**config.mk**
```make
export PLATFORM = sky130hd
export DESIGN_NAME = mem_bus_arbiter
export DESIGN_NICKNAME = d
export VERILOG_FILES = /design/src/rtl/mem_bus_arbiter.sv
export SDC_FILE = /design/constraint.sdc
export NUM_CORES = 1
export LEC_CHECK = 0
export BUFFER_PORTS_ARGS = -buffer_cell sky130_fd_sc_hd__buf_2
export CAP_MARGIN = 20
export CORE_UTILIZATION = 40
export CTS_BUF_LIST = sky130_fd_sc_hd__clkbuf_4 sky130_fd_sc_hd__clkbuf_8
export DETAILED_ROUTE_END_ITERATION = 10
export PLACE_DENSITY = 0.73
export SLEW_MARGIN = 5
export SYNTH_ARGS = -nofsm -noshare
export SYNTH_HDL_FRONTEND = slang
export SYNTH_SLANG_ARGS = --single-unit
```
**constraint.sdc**
```tcl
create_clock -name clk -period 2.72 [get_ports clk]
set_clock_uncertainty 0.15 [all_clocks]
set_input_delay 0.136 -clock clk [delete_from_list [all_inputs] [get_ports clk]]
set_output_delay 0.136 -clock clk [all_outputs]
set_load 0.01 [all_outputs]
```
**src/rtl/mem_bus_arbiter.sv**
```systemverilog
// Two-master arbiter for the shared 16-bit memory bus (requester 0 = JTAG, 1 = core).
// Define ARB_ROUND_ROBIN_EN for alternating tie-breaks; default is fixed priority to requester 0.
module mem_bus_arbiter #(
    parameter int WAIT_CYCLES = 1,
    parameter int ADDR_W      = 16
) (
    input  logic              clk,
    input  logic              rstn,
    input  logic              r0_req,
    input  logic              r0_wr,
    input  logic [ADDR_W-1:0] r0_addr,
    input  logic [15:0]       r0_wdata,
    output logic [15:0]       r0_rdata,
    output logic              r0_done,
    input  logic              r1_req,
    input  logic              r1_wr,
    input  logic [ADDR_W-1:0] r1_addr,
    input  logic [15:0]       r1_wdata,
    output logic [15:0]       r1_rdata,
    output logic              r1_done,
    output logic              bus_en,
    output logic              bus_wr,
    output logic [ADDR_W-1:0] bus_addr,
    output logic [15:0]       bus_wdata,
    input  logic [15:0]       bus_rdata,
    output logic              owner,
    output logic              busy
);

    localparam logic [3:0] LP_WAIT = 4'(WAIT_CYCLES);

    typedef enum logic [1:0] {ST_IDLE, ST_ACCESS, ST_WAIT, ST_DONE} state_t;

    state_t            r_state;
    state_t            w_next_state;
    logic [3:0]        r_cnt;

    logic              w_grant_any;
    logic              w_grant_idx;
    logic              w_done_pulse;
    logic              w_cap_rdata;

    logic              w_bus_en;
    logic              w_bus_wr;
    logic [ADDR_W-1:0] w_bus_addr;
    logic [15:0]       w_bus_wdata;
    logic              w_owner;
    logic              w_busy;
    logic              w_r0_done;
    logic              w_r1_done;

    logic              r_bus_en;
    logic              r_bus_wr;
    logic [ADDR_W-1:0] r_bus_addr;
    logic [15:0]       r_bus_wdata;
    logic              r_owner;
    logic              r_busy;
    logic              r_r0_done;
    logic              r_r1_done;
    logic [15:0]       r_r0_rdata;
    logic [15:0]       r_r1_rdata;

`ifdef ARB_ROUND_ROBIN_EN
    logic              r_last_owner;

    // Reset value of 1 makes requester 0 win the first tie after reset.
    always_ff @(posedge clk or negedge rstn) begin
        if (!rstn)
            r_last_owner <= 1'b1;
        else if (r_state == ST_IDLE && w_grant_any)
            r_last_owner <= w_grant_idx;
    end
`endif

    always_comb begin
        w_grant_any = r0_req | r1_req;
        w_grant_idx = 1'b0;
        if (r0_req && r1_req) begin
`ifdef ARB_ROUND_ROBIN_EN
            w_grant_idx = ~r_last_owner;
`else
            w_grant_idx = 1'b0;
`endif
        end else if (r1_req) begin
            w_grant_idx = 1'b1;
        end
    end

    always_ff @(posedge clk or negedge rstn) begin
        if (!rstn)
            r_state <= ST_IDLE;
        else
            r_state <= w_next_state;
    end

    always_comb begin
        w_next_state = r_state;
        case (r_state)
            ST_IDLE:   if (w_grant_any) w_next_state = ST_ACCESS;
            ST_ACCESS: w_next_state = ST_WAIT;
            ST_WAIT:   if (r_cnt == 4'd0) w_next_state = ST_DONE;
            ST_DONE:   w_next_state = ST_IDLE;
            default:   w_next_state = ST_IDLE;
        endcase
    end

    // Outputs are registered, so their next values are derived from the next state.
    always_comb begin
        w_bus_en     = (w_next_state == ST_ACCESS);
        w_busy       = (w_next_state != ST_IDLE);
        w_bus_wr     = r_bus_wr;
        w_bus_addr   = r_bus_addr;
        w_bus_wdata  = r_bus_wdata;
        w_owner      = r_owner;
        if (r_state == ST_IDLE && w_grant_any) begin
            w_owner = w_grant_idx;
            if (w_grant_idx) begin
                w_bus_wr    = r1_wr;
                w_bus_addr  = r1_addr;
                w_bus_wdata = r1_wdata;
            end else begin
                w_bus_wr    = r0_wr;
                w_bus_addr  = r0_addr;
                w_bus_wdata = r0_wdata;
            end
        end
        w_done_pulse = (r_state == ST_WAIT) && (w_next_state == ST_DONE);
        w_r0_done    = w_done_pulse && !r_owner;
        w_r1_done    = w_done_pulse && r_owner;
        w_cap_rdata  = w_done_pulse && !r_bus_wr;
    end

    always_ff @(posedge clk or negedge rstn) begin
        if (!rstn) begin
            r_cnt       <= 4'd0;
            r_bus_en    <= 1'b0;
            r_bus_wr    <= 1'b0;
            r_bus_addr  <= '0;
            r_bus_wdata <= 16'd0;
            r_owner     <= 1'b0;
            r_busy      <= 1'b0;
            r_r0_done   <= 1'b0;
            r_r1_done   <= 1'b0;
            r_r0_rdata  <= 16'd0;
            r_r1_rdata  <= 16'd0;
        end else begin
            if (r_state == ST_ACCESS)
                r_cnt <= LP_WAIT;
            else if (r_state == ST_WAIT && r_cnt != 4'd0)
                r_cnt <= r_cnt - 4'd1;
            r_bus_en    <= w_bus_en;
            r_bus_wr    <= w_bus_wr;
            r_bus_addr  <= w_bus_addr;
            r_bus_wdata <= w_bus_wdata;
            r_owner     <= w_owner;
            r_busy      <= w_busy;
            r_r0_done   <= w_r0_done;
            r_r1_done   <= w_r1_done;
            if (w_cap_rdata && !r_owner)
                r_r0_rdata <= bus_rdata;
            if (w_cap_rdata && r_owner)
                r_r1_rdata <= bus_rdata;
        end
    end

    assign bus_en    = r_bus_en;
    assign bus_wr    = r_bus_wr;
    assign bus_addr  = r_bus_addr;
    assign bus_wdata = r_bus_wdata;
    assign owner     = r_owner;
    assign busy      = r_busy;
    assign r0_done   = r_r0_done;
    assign r1_done   = r_r1_done;
    assign r0_rdata  = r_r0_rdata;
    assign r1_rdata  = r_r1_rdata;

endmodule

```
==> Word level (Yosys, flattened, before mapping) <==
Index checks and enable logic that the tools add are counted.
{ "word_totals": {"elab_cells": 45, "out_inout_bits": 70, "reg_bits": 76} }
{ "op_classes": {"bitwise_logic": 1, "n_addsub": 1, "eq_ne": 5, "muxes": 10, "n_reduce_logical": 16} }
{ "op_table": {"columns": ["cell", "count"], "rows": [
  ["2-to-1 mux 16 bit", 2],
  ["logical AND 1 bit", 9],
  ["2-to-1 mux 4 bit", 2],
  ["one-hot mux 2 bit (4 select lines)", 1],
  ["equality test 2 bit (second input constant)", 3],
  ["equality test 2 x 1 -> 1 bit (second input constant)", 2],
  ["zero test 4 bit", 1],
  ["2-to-1 mux 2 bit", 2],
  ["nonzero test 2 bit", 2],
  ["nonzero test 4 bit", 1],
  ["subtractor 4 x 1 -> 4 bit (second input constant)", 1],
  ["2-to-1 mux 1 bit", 3],
  ["zero test 1 bit", 2],
  ["zero test 2 bit", 1],
  ["OR 1 bit", 1]
]} }

==> Longest topological paths before layout <==
Gate-level depths: netlist of the first run.
{ "depth": {"word_depth": 7, "ltp_mapped": 7, "ltp_nobuf": 5} }

==> Least setup slack after synthesis of the first run <==
OpenSTA, ideal clock, no wires.
{ "synth_path": {"path_kind": "reg-to-reg", "start": "register r_cnt[0]", "end": "register r_r0_rdata[10] (netlist: r0_rdata[10])", "stages_incl_launch_ff": 8, "setup_slack_ns": 0.499, "t_required_ns": 2.445, "arrival_time_ns": 1.946, "period_less_slack_ns": 2.221, "path_cell_list": "dfrtp_1 > inv_1 > ha_1 > or3b_1 > buf_6 > a211oi_4 > buf_12 > mux2_4"} }
{ "synth_via": {"elab_chain_len": 7} }
{ "synth_rtl": {"columns": ["element", "line_no", "rtl"], "rows": [
  ["from (decl)", "36", "logic [3:0] r_cnt;"],
  ["from (signal assigned)", "150", "r_cnt <= r_cnt - 4'd1;"],
  ["zero test 4 bit", "101", "ST_WAIT: if (r_cnt == 4'd0) w_next_state = ST_DONE;"],
  ["2-to-1 mux 2 bit", "101", null],
  ["one-hot mux 2 bit (4 select lines)", "98", "case (r_state)"],
  ["equality test 2 bit", "127", "w_done_pulse = (r_state == ST_WAIT) && (w_next_state == ST_DONE);"],
  ["logical AND 1 bit", "127", null],
  ["logical AND 1 bit", "130", "w_cap_rdata = w_done_pulse && !r_bus_wr;"],
  ["logical AND 1 bit", "159", "if (w_cap_rdata && !r_owner)"],
  ["to (signal assigned)", "160", "r_r0_rdata <= bus_rdata;"],
  ["to (decl)", "60", "logic [15:0] r_r0_rdata;"]
]} }
No other way between the ends.
A chain may end at the register's enable or synchronous reset.

==> Worst setup path after layout of the first run <==
{ "layout_path": {"start": "input port r0_req", "end": "register r_bus_addr[1] (netlist: bus_addr[1])"} }
{ "layout_via": {"elab_chain_len": 3, "word_cells_on_any_way": 5, "cone_classes": "2 x mux; 1 x bitwise; 2 x reduce/logical"} }
{ "layout_rtl": {"columns": ["element", "line_no", "rtl"], "rows": [
  ["from (decl)", "9", "input logic r0_req,"],
  ["logical AND 1 bit", "78", "if (r0_req && r1_req) begin"],
  ["2-to-1 mux 1 bit", "78", null],
  ["2-to-1 mux 16 bit", "117", "if (w_grant_idx) begin"],
  ["to (signal assigned)", "153", "r_bus_addr <= w_bus_addr;"],
  ["to (decl)", "54", "logic [ADDR_W-1:0] r_bus_addr;"]
]} }
Parallel ways exist; a longest one is shown, timed or not.

==> metrics.txt, run 1 <==
number of standard cells in the layout, taps in and fillers out 617; global placement routability congestion 0.770; xor-xnor portion of the synthesized cell area 0%; post-synthesis net count 360; number of sinks on the clock net 76; die area between 8000 and 9000 um2; post-route ant nets 0; post-DR vias/cell 4.83; start-to-end type of the worst setup path in -> reg; switching power total 1890 uW; Cell Area, Placed 4280 um2; hold-critical path depth 3; total routed wirelength 8980 um; horizontal extent of the die about 94 um; start of the worst register-to-register path r_cnt[0]$_DFFE_PN0P_; share of the yosys chip area belonging to registers 55.8%; setup slack of the most critical reg-to-reg path between 0.3 and 0.4 ns; share of cells above drive strength 1 42.0%; part of the total power dissipated in the clock network roughly 17%; max-capacitance violation count 0; pins over their slew limit 0; post-synthesis register bit count 76; simple logic cell fraction of the synthesized area 7.89%; number of hold buffers added after CTS 84; final instance area 5330 um2; Pre-Repair DR Iteration Count 4; I/O Buffers 155; WL per Instance 14.5 um; capturing element type of the critical path register; Residual DRC 0; Site Rows 33; Worst EP required 2.75 ns; share of the synthesized area in the top cell type between 50 and 60%; accumulated negative setup slack 0 ns; cell area after synthesis 3410 um2; Comb pwr share 43.8%; power per cell area 968 nW/um2; status completed; FILL cells 640; sequential group share of total power ~39%; number of setup violations in the final report 0; part of the cycle the worst path needs 89.3%; setup repair after global routing missed its margin no; largest net degree at the start of global routing between 70 and 80; top post-synthesis cells by area dfrtp_1 56%, mux2i_1 9.7%, mux2_4 8.8%; Overall Global Routing Usage between 20% and 30%; Initial DRC Count between 80 and 90; slew of the pin with the lowest slew margin roughly 0.94 ns; Internal Power ~3300 uW; clock buffers created by TritonCTS 9; starting density of the core 41.5%; diode count 0; CTS Root Cell clkbuf_8; H-tree levels 3; maximum buffer depth of the clock tree 2; die extent in y 94.3 um; number of I/O pins 156; post-synthesis adder-cell area fraction under 10%; launch instance of the worst min-delay path r1_req; # nets final 599; global-route wire length before repair 14200 um; total leakage power 0.00260 uW; routed via count about 3000; main combinational cell family by area after synthesis multiplexers; worst path setup slack after routing just under 0.3 ns; source-to-sink clock delay at the later pin of the worst-skew pair 0.34 ns; pre-CTS setup slack approximately 0.4 ns; slew margin rel. 37.4%; post-detailed-placement half-perimeter wirelength 5340 um; crit path max fanout 20; endpoint of the worst-slack reg-to-reg timing path r1_rdata[2]$_DFFE_PN0P_; count of cells along the worst register-to-register path 6; TritonCTS clock tree yes; timing-limited maximum frequency approximately 0.41 GHz; total global routing overflow 0; number of cells produced by synthesis 268; share of the synthesized area in compound gates (AO/OA/AOI/OAI) 7.96%; number of buffers added for setup after CTS 0; path class of the lowest-slack min-delay path in -> reg; largest area contributor in the netlist dfrtp_1; Final Hold Vio Count 0; post-synthesis cell type count 29; area inside the core boundary 8220 um2; switching portion of total power 36.7%; post_cts resized 0; startpoint types input pin; Min-Delay Endpoint owner$_DFFE_PN0P_; initial antenna violation count 0; Arrival @ worst endpoint 2.46 ns; P&R area growth vs syn 56.3%; DP Cell Count 517; Max VDD drop 0.378 mV; final worst hold slack 0.0263 ns; mean post-synth cell area 12.7 um2; crit path time final 2.43 ns; mux cell area share after synthesis 22.5%; via count of the first global-routing pass between 3000 and 4000; Warnings, synthesis 0; clock slew at the register clock pins of the worst setup and hold paths 0.08 ns
-- Yosys cell counts --
| cell | count |
|---|---|
| nor3_1 | 3 |
| nor2b_1 | 2 |
| nor4b_1 | 1 |
| a211oi_4 | 2 |
| nand2_1 | 34 |
| or3b_1 | 1 |
| buf_6 | 1 |
| o21ai_0 | 36 |
| mux2i_1 | 33 |
| a211oi_1 | 2 |
| inv_1 | 7 |
| nor4_1 | 1 |
| or3_1 | 2 |
| or2_2 | 1 |
| buf_12 | 2 |
| a41o_2 | 1 |
| dfrtp_1 | 76 |
| nor2_1 | 3 |
| nand4bb_1 | 1 |
| nand4b_1 | 1 |
| clkbuf_1 | 9 |
| mux2_2 | 12 |
| buf_2 | 3 |
| a21oi_1 | 5 |
| ha_1 | 6 |
| mux2_4 | 20 |
| nor3b_1 | 1 |
| or4_2 | 1 |
| nor4b_4 | 1 |
-- worst max path at each step --
stage / end / start / slack [ns]
final: bus_addr[1]$_DFFE_PN0P_ / r0_req / 0.29
after detailed placement: r1_rdata[2]$_DFFE_PN0P_ / r_cnt[0]$_DFFE_PN0P_ / 0.39
after CTS: bus_wdata[1]$_DFFE_PN0P_ / r0_req / 0.33
after global routing: bus_addr[1]$_DFFE_PN0P_ / r0_req / 0.16
after global placement: r1_rdata[4]$_DFFE_PN0P_ / r_cnt[0]$_DFFE_PN0P_ / 0.46
after floorplan: r0_rdata[10]$_DFFE_PN0P_ / r_cnt[0]$_DFFE_PN0P_ / 0.50
-- cell usage in the layout, fill, tap and decap left out, types with 2 or more instances in the layout --
cell and n:
a211oi_1 2, a211oi_4 2, a21oi_1 5, buf_2 154, buf_4 4, clkbuf_8 10, clkinv_4 2, dfrtp_1 76
dlygate4sd3_1 84, ha_1 6, inv_1 7, inv_6 2, mux2_2 12, mux2_4 20, mux2i_1 33, nand2_1 34
nor2_1 3, nor3_1 3, o21ai_0 35, or3_1 2
-- sequential cells by signal (all words and copies together), names as in the netlist --
name / count
r_cnt: 4
owner: 1
bus_en: 1
r_state: 2
r0_rdata: 16
r1_rdata: 16
busy: 1
bus_wdata: 16
r0_done: 1
r1_done: 1
bus_wr: 1
bus_addr: 16
-- routing by layer --
layer / GRT usage (%) / share of wire [%]
met4: 6.54 / 1.1
met1: 23.5 / 40
met2: 38.2 / 51
met5: 0 / 0
met3: 6.23 / 7.6
-- cell type report --
cell class / instances / area [um2] / share of cell area [%]
Clock buffer: 10 / 138 / 2.58
Clock inverter: 6 / 70.1 / 1.31
Inverter: 7 / 26.3 / 0.493
Multi-Input combinational cell: 170 / 1400 / 26.3
Sequential cell: 76 / 1900 / 35.7
Tap cell: 105 / 131 / 2.47
Timing Repair Buffer: 243 / 1660 / 31.2
-- power groups by stage --
| stage | Clock (uW) | Combinational (uW) | Sequential (uW) |
|---|---|---|---|
| 2_1_floorplan | 0 | 1110 | 2230 |
| 3_3_place_gp | 0 | 2070 | 2010 |
| 3_5_place_dp | 0 | 2150 | 2020 |
| 4_1_cts | 911 | 2260 | 2010 |
| 5_1_grt | 966 | 2500 | 2080 |
| 6_report | 886 | 2260 | 2010 |
-- worst max-delay path, stage by stage --
cell and delay, ns:
dlygate4sd3_1 0.54, buf_2 0.18, nor2b_4 0.47, buf_12 0.26, mux2i_1 0.21, dlygate4sd3_1 0.56
o21ai_0 0.09
-- cell families (layout without fill, tap and decap cells) --
group / Yosys count / after routing
fa+ha+maj: 6 / 6
simple gates: 53 / 53
buf+inv: 22 / 266
mux: 65 / 65
compound gates: 46 / 46
flops: 76 / 76
-- stage by stage --
stage	total power [uW]	util [%]
detailed placement	4170	52.1
floorplan	3340	-
global placement	4080	52.1
CTS	5180	64.9
finish	5160	64.9
global route	5550	64.9
Note: power is estimated with default switching activity, not from simulation.
==> inputs of run 2 (changes only) <==
REMOVE_ABC_BUFFERS = 1   (was default)
==> run 2 against run 1 <==
Against the previous run: maximum frequency grew 3.1%; first-iteration DRC count rose by 41%; non-clock buffer count did not move; sequential share of layout area up 0.050 points; critical path type unchanged; largest cell class unchanged; largest power group unchanged.
==> metrics.txt, run 2 (synthesis gave the netlist of run 1 again) <==
status completed (unchanged); crit path max fanout 33 (was 20); Comb pwr share 43.9% (was 43.8%); # nets final 599 (unchanged); Overall Global Routing Usage 22.8% (was 21.0%); capturing element type of the critical path register (unchanged); number of I/O pins 156 (unchanged); startpoint types input pin (unchanged); Worst EP required 2.74 ns (was 2.75 ns); Internal Power 3290 uW (was 3270 uW); slew margin rel. 35.6% (was 37.4%); pins over their slew limit 0 (unchanged); most frequent cells in the layout 154 x buf_2, 84 x dlygate4sd3_1, 76 x dfrtp_1 (unchanged); Max VDD drop 0.484 mV (was 0.378 mV); endpoint of the worst-slack reg-to-reg timing path r1_rdata[0]$_DFFE_PN0P_ (was r1_rdata[2]$_DFFE_PN0P_); Initial DRC Count 124 (was 88); starting density of the core 41.5% (unchanged); Final Hold Vio Count 0 (unchanged); switching portion of total power 37.2% (was 36.7%); delay of the slowest critical-path stage 0.58 ns (was 0.56 ns); CP cell instances dlygate4sd3_1, buf_2, nor2b_4, buf_4, mux2i_1, dlygate4sd3_1, o21ai_0 (was dlygate4sd3_1, buf_2, nor2b_4, buf_12, mux2i_1, dlygate4sd3_1, o21ai_0); setup repair after global routing missed its margin no (unchanged); launch instance of the worst min-delay path r1_req (unchanged); global-route wire length before repair 15300 um (was 14200 um); die extent in y 94.3 um (unchanged); H-tree levels 3 (unchanged); count of cells along the worst register-to-register path 6 (unchanged); crit path time final 2.36 ns (was 2.43 ns); horizontal extent of the die 94.3 um (unchanged); Site Rows 33 (unchanged); gate family responsible for the most delay along the worst path buffers and inverters (unchanged); slew of the pin with the lowest slew margin 0.967 ns (was 0.938 ns); final instance area 5320 um2 (was 5330 um2); Min-Delay Endpoint owner$_DFFE_PN0P_ (unchanged); Residual DRC 0 (unchanged); Arrival @ worst endpoint 2.38 ns (was 2.46 ns); hold-critical path depth 3 (unchanged); post-detailed-placement half-perimeter wirelength 5680 um (was 5340 um); die area 8900 um2 (unchanged); I/O Buffers 155 (unchanged); clock slew at the register clock pins of the worst setup and hold paths 0.08 ns (about the same); total power 5230 uW (was 5160 uW); path class of the lowest-slack min-delay path in -> reg (unchanged); part of the cycle the worst path needs 86.7% (was 89.3%); post-DR vias/cell 5.02 (was 4.83); DP Cell Count 517 (unchanged); start of the worst register-to-register path r_cnt[0]$_DFFE_PN0P_ (unchanged); P&R area growth vs syn 56.1% (was 56.3%); maximum buffer depth of the clock tree 2 (unchanged); CP dominant cell by count dlygate4sd3_1 (unchanged); WL per Instance 15.8 um (was 14.5 um); via count of the first global-routing pass 3171 (was 3009); switching power total 1940 uW (was 1890 uW); timing-limited maximum frequency 0.424 GHz (was 0.412 GHz); Pre-Repair DR Iteration Count 4 (unchanged); area inside the core boundary 8220 um2 (unchanged); total routed wirelength 9790 um (was 8980 um); leading cell type in the layout, fill and taps excluded buf_2 (unchanged); clock buffers created by TritonCTS 9 (unchanged); number of setup violations in the final report 0 (unchanged); largest net degree at the start of global routing 77 (unchanged); power per cell area 983 nW/um2 (was 968 nW/um2); global placement routability congestion 0.782 (was 0.770); source-to-sink clock delay at the later pin of the worst-skew pair 0.34 ns (about the same); total global routing overflow 0 (unchanged); max-capacitance violation count 0 (unchanged); sequential group share of total power 38.8% (was 39.0%); setup slack of the most critical reg-to-reg path 0.37 ns (was 0.39 ns); Cell Area, Placed 4270 um2 (was 4280 um2); routed via count 3104 (was 2982); post_cts resized 0 (unchanged); post-route ant nets 0 (unchanged); Buf/Inv on CP 4 (unchanged); part of the total power dissipated in the clock network 17.3% (was 17.2%); start-to-end type of the worst setup path in -> reg (unchanged); TritonCTS clock tree yes (unchanged); total leakage power 0.00259 uW (was 0.00260 uW); number of sinks on the clock net 76 (unchanged); initial antenna violation count 0 (unchanged); final design utilization 64.8% (was 64.9%); number of standard cells in the layout, taps in and fillers out 618 (was 617); cell type of the slowest stage on the worst timing path dlygate4sd3_1 (unchanged); share of cells above drive strength 1 42.0% (unchanged); CTS Root Cell clkbuf_8 (unchanged)
[run 2: cell count changes in the layout (fill, tap and decap cells not counted), sizes merged]
cell and delta:
diode +1, clkbuf +1, clkinv -2, inv -1, clkinvlp +2
[run 2: power groups by stage]
stage / clock network [uW] / logic [uW] / registers, uW
floorplan: 0 / 1060 / 2240
global placement: 0 / 2070 / 2000
detailed placement: 0 / 2160 / 2020
CTS: 930 / 2250 / 2020
global route: 975 / 2530 / 2090
finish: 905 / 2300 / 2030
[run 2: worst max path at each step]
stage / start / end / slack, ns / cells after the start
floorplan: r1_req / bus_addr[0]$_DFFE_PN0P_ / -1.12 / 2
global placement: r_cnt[0]$_DFFE_PN0P_ / r1_rdata[15]$_DFFE_PN0P_ / 0.47 / 6
detailed placement: r_cnt[0]$_DFFE_PN0P_ / r1_rdata[0]$_DFFE_PN0P_ / 0.39 / 6
CTS: r_cnt[0]$_DFFE_PN0P_ / r1_rdata[0]$_DFFE_PN0P_ / 0.38 / 6
global route: r0_req / bus_wdata[0]$_DFFE_PN0P_ / 0.24 / 7
finish: r0_req / bus_wdata[0]$_DFFE_PN0P_ / 0.36 / 7
[run 2: routing by layer]
metal	vias up	share of wire, %	global-route usage [%]
li1	1417	-	-
met1	1509	41	27.4
met2	149	49	38.6
met3	29	6.9	6.07
met4	0	3.2	9.10
met5	-	0	0
[run 2: repair_timing]
action                                 in CTS  in global routing
setup buffers                               0                  0
endpoints found under the hold margin     142                  0
hold buffers                               84                  0
[run 2: layout make-up]
class,instances,area [um2]
antenna,1,2.50
clock buffer,11,151
clock inverter,5,58.8
fill,584,2900
inverter,7,26.3
multi-input combinational,170,1400
sequential,76,1900
tap,105,131
timing repair buffer,243,1650
[run 2: metrics by stage]
stage	hold slack [ns]	TNS [ns]	setup slack, ns
final	0.0414	0	0.363
after detailed placement	0.201	0	0.389
after floorplan	-0.310	-36.95	-1.12
after CTS	0.00947	0	0.382
after global routing	0.0908	0	0.243
after global placement	0.194	0	0.470
[run 2: worst reg2reg max path: stages (launching register included)]
cell	delay [ns]
dfrtp_1	0.40
inv_1	0.11
ha_1	0.16
or3b_1	0.48
a211oi_4	0.24
buf_4	0.31
mux2_2	0.39
==> inputs of run 3 (changes only) <==
BUFFER_PORTS_ARGS = default   (was -buffer_cell sky130_fd_sc_hd__buf_2)
CORE_UTILIZATION = 55   (was 40)
DONT_BUFFER_PORTS = 1   (was default)
==> run 3 against run 2 <==
Against the previous run: total power shrank 6.3%; non-clock buffer count shrank 152; final area down 14%; sequential power up 17%; final cell count fell by 30%; setup slack better by 0.0088 ns; utilization increased by 12 points; critical path type is now reg -> reg; critical endpoint is now r1_rdata[2]$_DFFE_PN0P_.
==> metrics.txt, run 3 (synthesis gave the netlist of run 1 again) <==
WL per Instance 20.0 um (was 15.8 um); area inside the core boundary 5960 um2 (was 8220 um2); clock buffers created by TritonCTS 9 (unchanged); crit path time final 2.35 ns (was 2.36 ns); I/O Buffers 0 (was 155); routed via count 2475 (was 3104); number of standard cells in the layout, taps in and fillers out 435 (was 618); delay of the slowest critical-path stage 0.48 ns (was 0.58 ns); number of sinks on the clock net 76 (unchanged); part of the cycle the worst path needs 86.3% (was 86.7%); share of cells above drive strength 1 16.9% (was 42.0%); H-tree levels 3 (unchanged); P&R area growth vs syn 34.6% (was 56.1%); source-to-sink clock delay at the later pin of the worst-skew pair 0.34 ns (about the same); hold-critical path depth 3 (unchanged); Worst EP required 2.79 ns (was 2.74 ns); number of setup violations in the final report 0 (unchanged); count of cells along the worst register-to-register path 6 (unchanged); max-capacitance violation count 0 (unchanged); Overall Global Routing Usage 28.0% (was 22.8%); largest net degree at the start of global routing 77 (unchanged); starting density of the core 57.2% (was 41.5%); Most Used Layer, Global Route met2 (unchanged); post-DR vias/cell 5.69 (was 5.02); slew of the pin with the lowest slew margin 0.803 ns (was 0.967 ns); post_cts resized 0 (unchanged); global placement routability congestion 0.757 (was 0.782); start-to-end type of the worst setup path reg -> reg (was in -> reg); met2 GRT Util 47.9% (was 38.6%); horizontal extent of the die 80.7 um (was 94.3 um); power per cell area 1070 nW/um2 (was 983 nW/um2); slew margin rel. 46.3% (was 35.6%); # nets final 447 (was 599); crit path max fanout 16 (was 33); GR met1 Demand/Resource 31.7% (was 27.4%); total global routing overflow 0 (unchanged); timing-limited maximum frequency 0.426 GHz (was 0.424 GHz); final design utilization 77.1% (was 64.8%); most frequent cells in the layout 86 x dlygate4sd3_1, 76 x dfrtp_1, 35 x o21ai_0 (was 154 x buf_2, 84 x dlygate4sd3_1, 76 x dfrtp_1); Residual DRC 0 (unchanged); maximum buffer depth of the clock tree 2 (unchanged); CP cell instances inv_1, ha_1, or3b_1, a211oi_4, buf_4, mux2_2 (was dlygate4sd3_1, buf_2, nor2b_4, buf_4, mux2i_1, dlygate4sd3_1, o21ai_0); storage element area 1900 um2 (unchanged); post-route ant nets 0 (unchanged); clock slew at the register clock pins of the worst setup and hold paths 0.08 ns (about the same); Site Rows 28 (was 33); setup slack of the most critical reg-to-reg path 0.37 ns (about the same); capturing element type of the critical path register (unchanged); Pre-Repair DR Iteration Count 4 (unchanged); startpoint types register (was input pin); met3 layer usage reported by global route 8.65% (was 6.07%); total stage count of the critical path 6 (was 7); status completed (unchanged); Arrival @ worst endpoint 2.42 ns (was 2.38 ns); cell type of the slowest stage on the worst timing path or3b_1 (was dlygate4sd3_1); Cell Area, Placed 3450 um2 (was 4270 um2); final instance area 4590 um2 (was 5320 um2); total leakage power 0.00200 uW (was 0.00259 uW); die extent in y 80.7 um (was 94.3 um); TritonCTS clock tree yes (unchanged); initial antenna violation count 0 (unchanged); Max VDD drop 0.570 mV (was 0.484 mV); setup repair after global routing missed its margin no (unchanged); DP Cell Count 332 (was 517); number of hold buffers added after CTS 87 (was 84); pins over their slew limit 0 (unchanged); post-detailed-placement half-perimeter wirelength 4650 um (was 5680 um); leading cell type in the layout, fill and taps excluded dlygate4sd3_1 (was buf_2); Initial DRC Count 80 (was 124); diode count 0 (was 1); gate family responsible for the most delay along the worst path simple AND/OR/NAND/NOR gates (was buffers and inverters); Buf/Inv on CP 2 (was 4); via count of the first global-routing pass 2653 (was 3171); multi-input combinational cell area 1400 um2 (unchanged); number of buffers added for setup after CTS 0 (unchanged); total routed wirelength 8710 um (was 9790 um); FILL cells 362 (was 584); path class of the lowest-slack min-delay path in -> reg (unchanged); number of I/O pins 156 (unchanged); die area 6520 um2 (was 8900 um2); Final Hold Vio Count 0 (unchanged); global-route wire length before repair 13200 um (was 15300 um); CTS Root Cell clkbuf_8 (unchanged)
==> run 3: cell count changes in the layout (fill, tap and decap cells not counted), sizes merged <==
cell / previous run / this run
inv: 8 / 7
clkinv: 1 / 2
clkinvlp: 2 / 1
diode: 1 / 0
clkbuf: 11 / 10
dlygate4sd3: 84 / 86
buf: 159 / 5
bufinv: 1 / 3
==> run 3: area by class of cell <==
type,instances,share of cell area [%]
timing repair buffer,91,20.0
tap,75,2.04
clock inverter,6,2.43
clock buffer,10,3.00
multi-input combinational,170,30.5
sequential,76,41.4
inverter,7,0.573
==> run 3: power breakdown <==
part	total [uW]	internal, uW	leakage, uW	switching [uW]
combinational	1470	763	0.000963	709
clock	1050	634	0.000122	414
sequential	2380	1690	0.000919	689
==> run 3: worst paths after layout <==
check                                                end                     from
worst max-delay path             r1_rdata[2]$_DFFE_PN0P_     r_cnt[0]$_DFFE_PN0P_
worst min-delay path            bus_addr[11]$_DFFE_PN0P_                   r0_req
worst max register to register   r1_rdata[2]$_DFFE_PN0P_     r_cnt[0]$_DFFE_PN0P_
worst min register to register   bus_addr[8]$_DFFE_PN0P_  bus_addr[8]$_DFFE_PN0P_
max in group asynchronous       bus_wdata[6]$_DFFE_PN0P_                     rstn
min in group asynchronous           r_cnt[3]$_DFFE_PN0P_                     rstn
==> run 3: worst register-to-register path, stage by stage (launching register included) <==
cell and delay [ns]:
dfrtp_1 0.39, inv_1 0.10, ha_1 0.16, or3b_1 0.48
a211oi_4 0.23, buf_4 0.32, mux2_2 0.40
==> run 3: stage by stage <==
step	setup TNS, ns	worst slack, ns	total power [uW]	hold WS, ns
floorplan	-36.95	-1.12	3300	-0.310
global placement	0	0.467	3560	-0.308
detailed placement	0	0.398	3640	-0.308
CTS	0	0.382	4850	0.0652
global route	0	0.306	5190	0.122
finish	0	0.372	4900	0.0799
==> run 3: metal layers <==
layer / wire [um] / vias to the layer above
li1: - / 1108
met1: 3210 / 1211
met2: 4520 / 138
met3: 763 / 18
met4: 218 / 0
met5: 0 / -
